`src/rtl/dfc_sender.sv`:
```
// dfc_sender: transmit end of a delayed-flow-control link, 2-entry skid buffer feeding a
// registered valid/data pipeline. Define DFC_SENDER_DGATE_EN to zero p_data when p_vld is low.
module dfc_sender #(
    parameter int unsigned width      = 8,
    parameter int unsigned out_stages = 1,
    parameter int unsigned fc_stages  = 1
) (
    input  logic             clk,
    input  logic             reset,
    input  logic             c_srdy,
    output logic             c_drdy,
    input  logic [width-1:0] c_data,
    output logic             p_vld,
    output logic [width-1:0] p_data,
    input  logic             p_fc
);

    // Both pipelines need at least one flop.
    localparam int unsigned OS = (out_stages < 1) ? 1 : out_stages;
    localparam int unsigned FS = (fc_stages < 1) ? 1 : fc_stages;

    logic [width-1:0] r_mem [2];
    logic             r_wr_ptr;
    logic             r_rd_ptr;
    logic [1:0]       r_occ;
    logic             r_drdy;
    logic [FS-1:0]    r_fc;
    logic [OS-1:0]    r_vld;
    logic [width-1:0] r_data [OS];

    logic             w_push;
    logic             w_pop;
    logic             w_fc_q;
    logic [1:0]       w_occ_next;
    logic [width-1:0] w_stage0_data;

    assign w_fc_q = r_fc[FS-1];
    assign w_push = c_srdy & r_drdy;
    assign w_pop  = ~w_fc_q & (r_occ != 2'd0);

    always_comb begin
        w_occ_next = r_occ;
        case ({w_push, w_pop})
            2'b10:   w_occ_next = r_occ + 2'd1;
            2'b01:   w_occ_next = r_occ - 2'd1;
            default: w_occ_next = r_occ;
        endcase
    end

    always_comb begin
`ifdef DFC_SENDER_DGATE_EN
        w_stage0_data = w_pop ? r_mem[r_rd_ptr] : '0;
`else
        w_stage0_data = w_pop ? r_mem[r_rd_ptr] : r_data[0];
`endif
    end

    // Skid buffer; c_drdy looks ahead at next occupancy so a push can never overflow.
    always_ff @(posedge clk or posedge reset) begin
        if (reset) begin
            r_mem[0] <= '0;
            r_mem[1] <= '0;
            r_wr_ptr <= 1'b0;
            r_rd_ptr <= 1'b0;
            r_occ    <= 2'd0;
            r_drdy   <= 1'b0;
        end else begin
            if (w_push) begin
                r_mem[r_wr_ptr] <= c_data;
                r_wr_ptr        <= ~r_wr_ptr;
            end
            if (w_pop) begin
                r_rd_ptr <= ~r_rd_ptr;
            end
            r_occ  <= w_occ_next;
            r_drdy <= (w_occ_next < 2'd2);
        end
    end

    // Flow-control pipeline resets to "stopped".
    always_ff @(posedge clk or posedge reset) begin
        if (reset) begin
            r_fc <= '1;
        end else begin
            r_fc[0] <= p_fc;
            for (int i = 1; i < int'(FS); i++) begin
                r_fc[i] <= r_fc[i-1];
            end
        end
    end

    always_ff @(posedge clk or posedge reset) begin
        if (reset) begin
            r_vld <= '0;
            for (int i = 0; i < int'(OS); i++) begin
                r_data[i] <= '0;
            end
        end else begin
            r_vld[0]  <= w_pop;
            r_data[0] <= w_stage0_data;
            for (int i = 1; i < int'(OS); i++) begin
                r_vld[i]  <= r_vld[i-1];
                r_data[i] <= r_data[i-1];
            end
        end
    end

    assign c_drdy = r_drdy;
    assign p_vld  = r_vld[OS-1];
    assign p_data = r_data[OS-1];

endmodule

```
`config.mk`:
```
export PLATFORM = sky130hd
export DESIGN_NAME = dfc_sender
export DESIGN_NICKNAME = d
export VERILOG_FILES = /design/src/rtl/dfc_sender.sv
export SDC_FILE = /design/constraint.sdc
export NUM_CORES = 1
export LEC_CHECK = 0
export CAP_MARGIN = 20
export CORE_MARGIN = 5
export CORE_UTILIZATION = 54
export DETAILED_ROUTE_END_ITERATION = 10
export PLACE_DENSITY = 0.78
export SETUP_SLACK_MARGIN = 0.3
export SYNTH_ARGS = -nofsm -noshare
export SYNTH_HDL_FRONTEND = slang
export SYNTH_SLANG_ARGS = --single-unit
```
`constraint.sdc`:
```
create_clock -name clk -period 5.55 [get_ports clk]
set_clock_uncertainty 0.15 [all_clocks]
set_input_delay 0.8325 -clock clk [delete_from_list [all_inputs] [get_ports clk]]
set_output_delay 0.8325 -clock clk [all_outputs]
set_load 0.05 [all_outputs]
```
**Word-level counts from Yosys, hierarchy flattened**

Index checks and enable logic that the tools add are counted.

- Flip-flop bits (word level): 31
- Bits in latches: 0
- Memory bits (writable): 0
- Memory bits (read-only): 0
- Bits of input ports: 12
- Output and inout port bits: 10
- Memories: 0

- Add/subtract/negate cells: 2
- $mul: 0
- Divide/modulo/power cells: 0
- $lt $le $gt $ge: 4
- Equal/unequal tests: 2
- Shift-type cells: 0
- Muxes and demuxes: 7
- Bitwise operators: 7
- Reduce and logical (&&, ||, !) cells: 2

Operators by type and width:

| kind | number |
|---|---|
| $mux 8 | 4 |
| $bwmux 16 | 1 |
| $demux 8 s1 | 1 |
| $ge 2x2->1 const B | 2 |
| $not 1->2 | 2 |
| $pmux 2 s2 | 1 |
| $not 1->1 | 3 |
| $add 2x1->2 const B | 1 |
| $and 1x1->1 | 2 |
| $eq 2x1->1 const B | 1 |
| $eq 2x2->1 const B | 1 |
| $lt 2x1->1 const B | 1 |
| $lt 2x2->1 const B | 1 |
| $reduce_bool 2->1 | 1 |
| $sub 2x1->2 const B | 1 |
| $logic_and 1x1->1 | 1 |

**Logic depth before layout (Yosys ltp)**

- Depth in word-level cells: 6
- Mapped depth: 7
- Mapped depth without buffers: 6

**Worst setup path after synthesis**

Ideal clock, no wire load.

- Path kind: input -> register
- Start: input c_srdy
- End: register r_mem[10] in the netlist's numbering
- Setup time: 125 ps
- Data arrival time: 1565 ps
- Data required time: 5275 ps
- Slack: 3709 ps
- Cell stages on the path: 4
- Buffers on the path: 1
- Cell sequence: nand2_1 > or2_1 > buf_6 > mux2_4

- Longest elaborated chain between the ends: 1

Ends and longest elaborated chain:

| element | RTL line | RTL |
|---|---|---|
| from (decl) | 10 | `input logic c_srdy,` |
| $and 1x1->1 | 38 | `assign w_push = c_srdy & r_drdy;` |
| to (signal, indexed assignment) | 69 | `r_mem[r_wr_ptr] <= c_data;` |
| to (decl) | 22 | `logic [width-1:0] r_mem [2];` |

Every way passes these cells.
A chain may end at the register's enable or synchronous reset.

**Worst setup path in the final report**

- Start: register r_drdy, in the netlist c_drdy
- End: output c_drdy

RTL lines:

| element | RTL line | RTL |
|---|---|---|
| from (decl) | 26 | `logic r_drdy;` |
| from (signal assigned) | 76 | `r_drdy <= (w_occ_next < 2'd2);` |
| to (decl) | 11 | `output logic c_drdy,` |

No word-level cell between the ends.

==> metrics.cfg <==
[placed_design]
hpwl_mm = 1.47
dp.cells = 136
dp_slack_ps = 3050
port_buffers = 21
place.gp.congestion = 0.696

[yosys]
synth-async-reset-ratio = 1.00
yosysTopAreaCell = dfrtp_1
synth-edff-count = 0
synthFlopType = dfrtp_1
synthTopCellsByArea = dfrtp_1 60%, mux2_4 9.5%, mux2_2 7.1%, mux2i_1 6.4%, nand2_1 3.3%
ys_warn_count = 0
synth.most_common_cell = dfrtp_1
yosysSeqAreaShare = 0.617
synthesis.nets = 102
ys_top_cells_by_count = 30 x dfrtp_1, 11 x nand2_1
synth_area_mm2 = 0.00126
ys_seq_elements = 31
synth_cell_types = 18
syn_avg_cell_area_um2 = 14.2
netlist.area_leader.share = 0.596
synth_cells = 89

[grt]
use_met2 = 0.214
grt_first_pass_wirelength_mm = 3.45
gr-total-overflow = 0
globalRouteMet3Util = 0.0417
grt_pass1_vias = 746
track_usage = 0.139
busiest_layer = met2
antenna_found_initial = 0
grt_max_degree = 22
use_met1 = 0.170

[cts]
clockBufferDepth = 2
cts_max_level = 2
cts-root-buf = clkbuf_4
ctsHoldBuffers = 0
clk_latency_ps = 320
cts_resized = 0
postCtsSetupBuffers = 0
clk_pin_slew_ps = 90
cts_num_sinks = 31
cts-buffers-inserted = 5
cts_tree = yes

[sta]
finalSetupViolCount = 0
hold_viol_final = 0
whs_ps = 339
relSlewSlack = 0.562
fin_setup_tns_ps = 0
rsz0062_at_grt = no
layout_setup_ws_ps = 3070
maxSlewViolCount = 0
finalCritPeriodShare = 0.446
fmax_ghz = 0.404
fin_crit_ps = 2480
worstMarginPinSlew_ps = 657

[flow_run]
maxCapViolCount = 0

[cells_and_area]
antennaDiodeCount = 0
syn_to_final_growth_pct = 25.4
num-fill-cells = 160
drive_gt1_frac = 0.224
multi_input_area_um2 = 454
seq_area_um2 = 777
layoutNonFillerInstCount = 144
fin_nets = 128

[floorplan]
design.portCount = 22
die_h_um = 58.3
rows = 17
initial_core_util = 0.570
die_area_mm2 = 0.00340
die_w_um = 58.3
core_area_mm2 = 0.00221

[min_path]
holdPathStages = 2
whs_endpoint = p_data[0]$_DFFE_PP0P_
holdCritStartpoint = p_data[0]$_DFFE_PP0P_
hold_path.class = flop to flop

[detailed_routing]
vias = 737
wirelength_mm = 1.98
dr.first_iter.drc_count = 11
ant_nets = 0
via_per_inst = 5.12
drt-wirelength-per-cell_um = 13.8
drtPass1Iterations = 4
drc = 0

[setup_path]
r2r_cells = 6
crit_family = buffers and inverters
regToRegSetupSlack_ps = 3490
cp.required_ps = 4570
crit_buf_inv = 1
cp-start-kind = flop
path_class = flop to output pin
crit_chain = clkdlybuf4s50_1
critical-path-max-stage-delay_ps = 810
crit_slowest_cell = clkdlybuf4s50_1
cp_max_fo = 3
worstPathArrival_ps = 1490
end_kind = output pin

[status]
status = finished clean

[power]
power_mw = 0.989
vdd_drop_max_v = 0.000382
power_leakage_nw = 0.735
power.density_mw_per_mm2 = 626

[layer usage]
metal	wire length (um)	up-vias
met4	12	0
met1	902	354
met3	131	4
li1	-	359
met5	0	-
met2	933	20
[stage by stage]
| step | cell area [um2] | util |
|---|---|---|
| final | 1580 | 0.714 |
| after global routing | 1580 | 0.714 |
| after CTS | 1580 | 0.714 |
| after detailed placement | 1510 | 0.683 |
| after global placement | 1480 | 0.671 |
| after floorplan | 1260 | - |
[cell families (layout without fill, tap and decap cells)]
logic type / after synthesis / after routing / synth area share
buffers and inverters: 5 / 32 / 0.0228
xor gates and xnor gates: 5 / 5 / 0.0348
and+or+nand+nor: 14 / 14 / 0.0447
muxes: 24 / 24 / 0.230
adders and majority gates: 1 / 1 / 0.00993
AOI/OAI and AO/OA: 9 / 9 / 0.0407
DFF: 31 / 31 / 0.617
[cells in the final DEF (no fill, tap or decap), types with 2 or more instances in the layout]
cell type / Yosys / routed
dfrtp_1: 30 / 30
clkdlybuf4s50_1: 0 / 21
nand2_1: 11 / 11
mux2_4: 8 / 8
mux2i_1: 8 / 8
o21ai_0: 8 / 8
mux2_2: 8 / 8
clkbuf_4: 0 / 5
xnor2_1: 4 / 4
inv_1: 2 / 2
clkbuf_8: 0 / 2
[area by class of cell]
cell class | count | area share
sequential | 31 | 0.492
tap | 28 | 0.0222
clock buffer | 8 | 0.0435
inverter | 2 | 0.00475
multi-input combinational | 53 | 0.287
timing repair buffer | 22 | 0.150
[state kept, by name, summed over array words and instances (netlist names), named ones only]
name / flops
r_mem: 16
p_data: 8
c_drdy: 1
p_vld: 1
r_fc: 1
r_occ: 1
r_rd_ptr: 1
r_wr_ptr: 1
[report_power, final]
part	internal [mW]	switching, mW	total (mW)	leakage [nW]
logic	0.207	0.223	0.430	0.326
clock network	0.0745	0.0717	0.146	0.0386
registers	0.337	0.0767	0.413	0.371
[worst max-delay path by stage]
stage / startpoint / to / depth (start not counted)
after global placement: c_srdy / r_mem[13]$_DFFE_PP0P_ / 4
after detailed placement: c_srdy / r_mem[12]$_DFFE_PP0P_ / 4
after floorplan: c_srdy / r_mem[10]$_DFFE_PP0P_ / 4
final: c_drdy$_DFF_PP0_ / c_drdy / 1
after CTS: c_drdy$_DFF_PP0_ / c_drdy / 1
after global routing: c_drdy$_DFF_PP0_ / c_drdy / 1
[worst reg2reg max path, cell delays in order, from the launching register on]
cell and delay, ps:
dfrtp_1 430, o21bai_2 560, inv_1 140, ha_1 230, xnor2_1 130, nor2_1 190
xor2_1 160
Note: power is estimated with default switching activity, not from simulation.
